### src/rtl/shifter_pkg.sv
// Shared definitions for the shifter/normalizer datapath.
//   - state_e : normalizer FSM encodings (idle plus one state per search step)
//   - DirLeft / DirRight : direction encodings for the dir input
//   - DataW / CntW : datapath and count widths
//   - ZeroCnt : count reported for an all-zero operand
package shifter_pkg;

  localparam int unsigned DataW = 16;
  localparam int unsigned CntW  = 5;

  localparam logic DirLeft  = 1'b0;
  localparam logic DirRight = 1'b1;

  localparam logic [CntW-1:0] ZeroCnt = 5'd16;

  typedef enum logic [2:0] {
    StIdle = 3'd0,
    St8    = 3'd1,
    St4    = 3'd2,
    St2    = 3'd3,
    St1    = 3'd4
  } state_e;

endpackage

### src/rtl/norm_stage.sv
// One binary-search normalization step of fixed amount AMT (combinational).
//   w       : working word
//   dir     : 0 = left (test top AMT bits), 1 = right (test bottom AMT bits)
//   shifted : w shifted by AMT (zero fill) when the step is taken, else w
//   taken   : the tested AMT-bit field was all zero
module norm_stage
  import shifter_pkg::*;
#(
  parameter int unsigned AMT = 1
) (
  input  logic [DataW-1:0] w,
  input  logic             dir,
  output logic [DataW-1:0] shifted,
  output logic             taken
);

  always_comb begin
    if (dir == DirRight) begin
      taken   = (w[AMT-1:0] == '0);
      shifted = taken ? (w >> AMT) : w;
    end else begin
      taken   = (w[DataW-1 -: AMT] == '0);
      shifted = taken ? (w << AMT) : w;
    end
  end

endmodule

### src/rtl/shift_normalizer.sv
// Multi-cycle 16-bit normalizer: shifts the first set bit to the MSB (left)
// or LSB (right) using a 4-step binary search (8, 4, 2, 1), one step per cycle.
//   clk, rst_n : clock, asynchronous active-low reset
//   start, dir : request (sampled only when idle) and direction (0 left, 1 right)
//   In         : operand, latched with an accepted start
//   Out, Cnt   : normalized word and shift count (16 for a zero operand)
//   busy       : operation in flight
//   done       : one-cycle pulse when Out/Cnt are updated
module shift_normalizer
  import shifter_pkg::*;
(
  input  logic             clk,
  input  logic             rst_n,
  input  logic             start,
  input  logic             dir,
  input  logic [DataW-1:0] In,
  output logic [DataW-1:0] Out,
  output logic [CntW-1:0]  Cnt,
  output logic             busy,
  output logic             done
);

  state_e            state_q, state_d;
  logic [DataW-1:0]  w_q, w_d;
  logic [CntW-1:0]   acc_q, acc_d;
  logic              zero_q, zero_d;
  logic              dir_q, dir_d;
  logic [DataW-1:0]  out_q, out_d;
  logic [CntW-1:0]   cnt_q, cnt_d;
  logic              done_q, done_d;

  logic [DataW-1:0]  w8, w4, w2, w1;
  logic              t8, t4, t2, t1;

  // All four stages look at the same working word; the state picks one.
  norm_stage #(.AMT(8)) u_stage8 (.w(w_q), .dir(dir_q), .shifted(w8), .taken(t8));
  norm_stage #(.AMT(4)) u_stage4 (.w(w_q), .dir(dir_q), .shifted(w4), .taken(t4));
  norm_stage #(.AMT(2)) u_stage2 (.w(w_q), .dir(dir_q), .shifted(w2), .taken(t2));
  norm_stage #(.AMT(1)) u_stage1 (.w(w_q), .dir(dir_q), .shifted(w1), .taken(t1));

  logic [DataW-1:0] step_w;
  logic             step_take;
  logic [CntW-1:0]  step_amt;

  always_comb begin
    state_d   = state_q;
    w_d       = w_q;
    acc_d     = acc_q;
    zero_d    = zero_q;
    dir_d     = dir_q;
    out_d     = out_q;
    cnt_d     = cnt_q;
    done_d    = 1'b0;
    step_w    = w_q;
    step_take = 1'b0;
    step_amt  = '0;

    unique case (state_q)
      StIdle: begin
        if (start) begin
          w_d     = In;
          dir_d   = dir;
          zero_d  = (In == '0);
          acc_d   = '0;
          state_d = St8;
        end
      end
      St8: begin
        step_w    = w8;
        step_take = t8;
        step_amt  = 5'd8;
        state_d   = St4;
      end
      St4: begin
        step_w    = w4;
        step_take = t4;
        step_amt  = 5'd4;
        state_d   = St2;
      end
      St2: begin
        step_w    = w2;
        step_take = t2;
        step_amt  = 5'd2;
        state_d   = St1;
      end
      St1: begin
        step_w    = w1;
        step_take = t1;
        step_amt  = 5'd1;
        state_d   = StIdle;
      end
      default: state_d = StIdle;
    endcase

    if (state_q != StIdle) begin
      w_d   = step_w;
      acc_d = step_take ? (acc_q + step_amt) : acc_q;
    end

    // Completion uses the post-step values; a zero operand reports 16 / 0.
    if (state_q == St1) begin
      done_d = 1'b1;
      out_d  = zero_q ? '0 : w_d;
      cnt_d  = zero_q ? ZeroCnt : acc_d;
    end
  end

  always_ff @(posedge clk or negedge rst_n) begin
    if (!rst_n) begin
      state_q <= StIdle;
      w_q     <= '0;
      acc_q   <= '0;
      zero_q  <= 1'b0;
      dir_q   <= DirLeft;
      out_q   <= '0;
      cnt_q   <= '0;
      done_q  <= 1'b0;
    end else begin
      state_q <= state_d;
      w_q     <= w_d;
      acc_q   <= acc_d;
      zero_q  <= zero_d;
      dir_q   <= dir_d;
      out_q   <= out_d;
      cnt_q   <= cnt_d;
      done_q  <= done_d;
    end
  end

  assign Out  = out_q;
  assign Cnt  = cnt_q;
  assign done = done_q;
  assign busy = (state_q != StIdle);

endmodule

### config.mk
export PLATFORM = sky130hd
export DESIGN_NAME = shift_normalizer
export DESIGN_NICKNAME = d
export VERILOG_FILES = /design/src/rtl/shifter_pkg.sv /design/src/rtl/norm_stage.sv /design/src/rtl/shift_normalizer.sv
export SDC_FILE = /design/constraint.sdc
export NUM_CORES = 1
export LEC_CHECK = 0
export BUFFER_PORTS_ARGS = -buffer_cell sky130_fd_sc_hd__buf_2
export CORE_ASPECT_RATIO = 2
export CORE_UTILIZATION = 40
export DETAILED_ROUTE_END_ITERATION = 7
export SETUP_SLACK_MARGIN = 0.4
export SYNTH_ARGS = -nofsm -noshare
export SYNTH_HDL_FRONTEND = slang
export SYNTH_SLANG_ARGS = --single-unit
### constraint.sdc
create_clock -name clk -period 3.31 [get_ports clk]
set_input_delay 0.331 -clock clk [delete_from_list [all_inputs] [get_ports clk]]
set_output_delay 0.331 -clock clk [all_outputs]
set_load 0.01 [all_outputs]
## Word-level counts from Yosys, hierarchy flattened

Index checks and enable logic that the tools add are counted.
W data, S select, Z words.

- $add $sub $neg: 1
- Equal/unequal tests: 5
- Muxes and demuxes: 31
- Bitwise operators: 2
- Reductions and logical operators: 10

Operators by type and width:

| cell | count |
|---|---|
| $mux W16 | 16 |
| $pmux W16 S4 | 1 |
| $mux W5 | 5 |
| $logic_not A16 Y1 | 1 |
| $logic_not A8 Y1 | 2 |
| $pmux W4 S4 | 1 |
| $pmux W3 S4 | 1 |
| $logic_not A4 Y1 | 2 |
| $eq A3 B2 Y1 const B | 2 |
| $add A5 B5 Y5 | 1 |
| $mux W1 | 5 |
| $logic_not A2 Y1 | 2 |
| $pmux W1 S4 | 1 |
| $eq A3 B1 Y1 const B | 1 |
| $eq A3 B3 Y1 const B | 1 |
| $logic_not A3 Y1 | 1 |
| $mux W3 | 1 |
| $reduce_bool A3 Y1 | 1 |
| $ne A2 B2 Y1 const B | 1 |
| $not A1 Y1 | 2 |
| $reduce_and A2 Y1 | 1 |

- Register bits: 48
- Input port bits: 20
- Output and inout port bits: 23

## Logic depth before layout (Yosys ltp)

- Depth in word-level cells: 6
- Mapped depth: 12
- Depth with buffers taken out: 10

## Hierarchy

A second synthesis with hierarchy kept.

- Cell total of the unflattened synthesis: 461
- Area, all modules: 4260.3 sq um

By module, submodules not included:

| module | times used | cells each | area an instance (sq um) |
|---|---|---|---|
| shift_normalizer | 1 | 260 | 2697.6 |
| norm_stage at u_stage1 | 1 | 56 | 501.7 |
| norm_stage at u_stage2 | 1 | 72 | 464.2 |
| norm_stage at u_stage4 | 1 | 43 | 345.3 |
| norm_stage at u_stage8 | 1 | 30 | 251.5 |

## Least setup slack after synthesis

No wires, ideal clock.

- Path type: reg-to-reg
- From: reg state_q[0]
- To: reg cnt_q[4], in the netlist Cnt[4]
- Arrival: 2525 ps
- Path slack: 663 ps
- Stages on the path, launching flop included: 13
- Path buffers: 2
- Period minus slack after synthesis: 2647 ps
- Path through: dfrtp_1 -> or3b_2 -> clkbuf_1 -> inv_1 -> buf_2 -> ha_1 -> inv_1 -> fa_1 -> nor2b_1 -> o21a_1 -> o32ai_1 -> mux2i_1 -> o22a_1

- Word-level cells in the longest chain between the ends: 6

Ends and longest elaborated chain:

| item | line | text |
|---|---|---|
| start: declaration | shift_normalizer.sv:23 | `state_e state_q, state_d;` |
| start signal: assignment | shift_normalizer.sv:110 | `state_q <= StIdle;` |
| start signal: assignment | shift_normalizer.sv:119 | `state_q <= state_d;` |
| $eq A3 B3 Y1 (tied with other cells) | shift_normalizer.sv:58 | `unique case (state_q)` |
| $pmux W4 S4 | shift_normalizer.sv:58 |  |
| $add A5 B5 Y5 | shift_normalizer.sv:97 | `acc_d = step_take ? (acc_q + step_amt) : acc_q;` |
| $mux W5 | shift_normalizer.sv:97 |  |
| $mux W5 * | shift_normalizer.sv:95 | `if (state_q != StIdle) begin` |
| net acc_d[4] | shift_normalizer.sv:25 | `logic [CntW-1:0] acc_q, acc_d;` |
| $mux W5 * | shift_normalizer.sv:104 | `cnt_d = zero_q ? ZeroCnt : acc_d;` |
| end signal: assignment | shift_normalizer.sv:125 | `cnt_q <= cnt_d;` |
| end: declaration | shift_normalizer.sv:29 | `logic [CntW-1:0] cnt_q, cnt_d;` |

Mark *: on every way through the listed nets, which the timed path passes. The rest lies on a longest branch.
A chain may end at the register's enable or synchronous reset.

## Final worst setup path

- From: reg state_q[1]
- To: reg cnt_q[4], in the netlist Cnt[4]

The elaborated chain is that of the path after synthesis.

==> qor.csv <==
stage,metric,value,unit
run,Max Cap Violations,0,
placement,IO Port Bufs,42,
worst_hold_path,hold crit path type,input port to async pin,
synth,number of synthesized flops with an enable pin,0,
final_layout,Area Overhead vs Synth,16.6,%
clock_tree,Inserted Clock Buffers,5,
sta,clock skew,7.15,ps
global_routing,total grt overflow,0,
power_and_ir_drop,leakage power,2.06,nW
die,Initial Utilization,41.3,%
synth,sequential fraction of the synthesis area,30.0,%
final_layout,Final Util,48.1,%
die,Die X,72.8,um
global_routing,vias in the first global route,4255,
synth,Synth area leader,dfrtp_1,
die,site row count,51,
drt,final wirelength,17000,um
die,Ports,43,
final_layout,antenna cells,0,
final_layout,share of cells above drive strength 1,21.0,%
sta,fmax,354,MHz
clock_tree,Post-CTS Setup Repair Bufs,0,
sta,Worst slew margin,32.3,%
die,Die ar.,0.0104,mm2
drt,via count,4452,
drt,Wirelength per Cell,25.3,um
final_layout,fin area,0.00467,mm2
synth,"FF+latch count, synth",48,
global_routing,gr usage total,34.3,%
worst_setup_path,critical path launch point type,flop,
synth,count of cell types in the netlist,69,
synth,post-synthesis net count,524,
synth,synth cell count leaders,"nand2_1, dfrtp_1, a21oi_1, o21ai_0, mux2i_1",
placement,routability congestion estimate,1.03,
die,die outline height,144,um
synth,Synth top area share,30.0,%
sta,setup_tns,0,ps
drt,routed vias/inst,6.63,
worst_setup_path,critical setup path kind,flop to flop,
synth,Mapped Cells,499,
drt,ANT nets after route,0,
clock_tree,clk_lat worst skew,300,ps
clock_tree,clk sinks,48,
clock_tree,htree depth,2,
synth,top-count cell post-synth,nand2_1,
die,Core ar.,0.00970,mm2
global_routing,initial antenna violation count,0,
worst_setup_path,Required @ worst endpoint,3550,ps
clock_tree,root buf cell,clkbuf_16,
drt,Pre-antenna DRT Iters,5,
worst_setup_path,"Max FO, Critical Path",12,
synth,YS warnings,0,
drt,initial drt markers,539,
power_and_ir_drop,largest vdd supply drop,0.646,mV
synth,Synth Flop Type,dfrtp_1,
sta,fin. max-slew vios,0,
sta,hold_ws,112,ps
clock_tree,clock transition at the registers of the reported paths,70,ps
clock_tree,CTS Buffer Depth,2,
status,outcome,"complete, no violations",
synth,"Cell Area, Synth",0.00401,mm2
drt,# DRC,0,
global_routing,first-pass GRT wire length,25500,um
sta,worst-margin pin slew,1010,ps
sta,unrepaired setup endpoints after global routing,false,
worst_setup_path,Setup crit end kind,flop,
placement,Post-DP HPWL,12900,um
global_routing,largest net degree at the start of global routing,35,
final_layout,Final #Nets,563,
sta,post-layout minimum cycle time,2820,ps
synth,leading post-synthesis cells by cell area,"dfrtp_1, mux2i_1, nand2_1",
synth,Syn Area/Cell,8.03,um2
sta,count of final hold-check violations,0,
sta,final worst-path cycle share,85.3,%
sta,final setup violating endpoints,0,
worst_setup_path,crit path DAT,3060,ps
placement,placed cell area,0.00447,mm2
power_and_ir_drop,Pwr per Cell Area,1250,mW/mm2
clock_tree,CTS tree,yes,
synth,"FFs w/ async S/R, synth",100,%
==> state kept, by name, summed over array words and instances (netlist names) <==
name,cells
Cnt,5
Out,16
acc_q,5
dir_q,1
done,1
state_q,3
w_q,16
zero_q,1
==> routing by layer <==
metal | global-route usage (%) | vias to the layer above | share of wire [%] | routed length, um
met5 | 0 | - | 0 | 0
met2 | 56.8 | 293 | 50 | 8460
met3 | 5.47 | 91 | 7.5 | 1270
met1 | 37.8 | 2115 | 34 | 5700
li1 | - | 1953 | - | -
met4 | 27.9 | 0 | 9.2 | 1570
==> worst max-delay path: stages, from the launching register on <==
cell	delay, ps
dfrtp_1	600
or3b_2	630
clkinvlp_4	260
ha_1	300
nor2b_1	140
o21a_1	160
o32ai_1	220
mux2i_1	280
o22a_1	160
==> cell usage in the layout (no fill, tap or decap), types with 5 or more instances in the layout <==
cell       Yosys  layout
nor4_1         7       7
o21ai_0       37      37
dfrtp_1       48      48
a22o_1        10      10
buf_2         14      42
nand2_1       59      59
inv_1         17      17
nor3_1         9       9
o31ai_1        5       5
o211ai_1       6       6
a221oi_1       5       5
a31oi_1        7       7
nand3_1       10      10
a21oi_1       37      37
nor2b_1       11      11
a32oi_1        5       5
clkbuf_16      0       5
mux2i_1       33      33
a22oi_1        5       5
nor2_1        26      26
buf_4          1      42
o22ai_1       15      15
a211oi_1      20      20
==> power breakdown <==
group | leakage [nW] | internal, mW | total (mW) | switching, mW
Clock | 0.0944 | 0.436 | 0.677 | 0.241
Combinational | 1.36 | 1.46 | 3.99 | 2.53
Sequential | 0.611 | 0.841 | 1.18 | 0.344
Total | 2.06 | 2.73 | 5.85 | 3.11
==> worst paths after layout <==
| kind | depth (start not counted) | slack, ps | to | start |
|---|---|---|---|---|
| setup reg to reg | 8 | 490 | Cnt[4]$_DFFE_PN0N_ | state_q[1]$_DFFE_PN0P_ |
| min in group clk | 2 | 300 | dir_q$_DFFE_PN0P_ | dir |
| max in group asynchronous | 2 | 2450 | Out[9]$_DFFE_PN0N_ | rst_n |
| hold reg to reg | 1 | 480 | acc_q[4]$_DFF_PN0_ | acc_q[4]$_DFF_PN0_ |
| setup / recovery | 8 | 490 | Cnt[4]$_DFFE_PN0N_ | state_q[1]$_DFFE_PN0P_ |
| hold / removal | 1 | 110 | w_q[3]$_DFF_PN0_ | rst_n |
==> layout make-up <==
| class | count | area [um2] |
|---|---|---|
| flip-flops and latches | 48 | 1200 |
| well taps | 132 | 165 |
| repair buffers | 84 | 526 |
| multi-input cells | 381 | 2510 |
| clock buffers | 5 | 125 |
| clock inverters | 3 | 68.8 |
| fillers | 1006 | 5030 |
| inverters | 18 | 71.3 |
==> per-stage QoR <==
step | setup WS (ps) | instances | power (mW)
after floorplan | 663 | 499 | 3.59
after global placement | 479 | 663 | 5.06
after detailed placement | 490 | 663 | 5.04
after CTS | 485 | 671 | 5.74
after global routing | 432 | 671 | 6.17
final | 487 | 671 | 5.85
==> cells by family after synthesis <==
group	after synthesis	synth area share (%)
AO/OA/AOI/OAI	187	31.9
AND/OR/NAND/NOR	151	19.5
buffers and inverters	70	7.31
flip-flops	48	30.0
multiplexers	36	9.09
adder cells (fa/ha/maj)	5	1.75
XOR/XNOR	2	0.437
==> timing repair <==
item                                    in CTS  in global routing
endpoints found under the setup margin       0                  1
hold buffers                                 0                  0
resized for setup                            0                  1
Power figures use the tool's default switching activity.
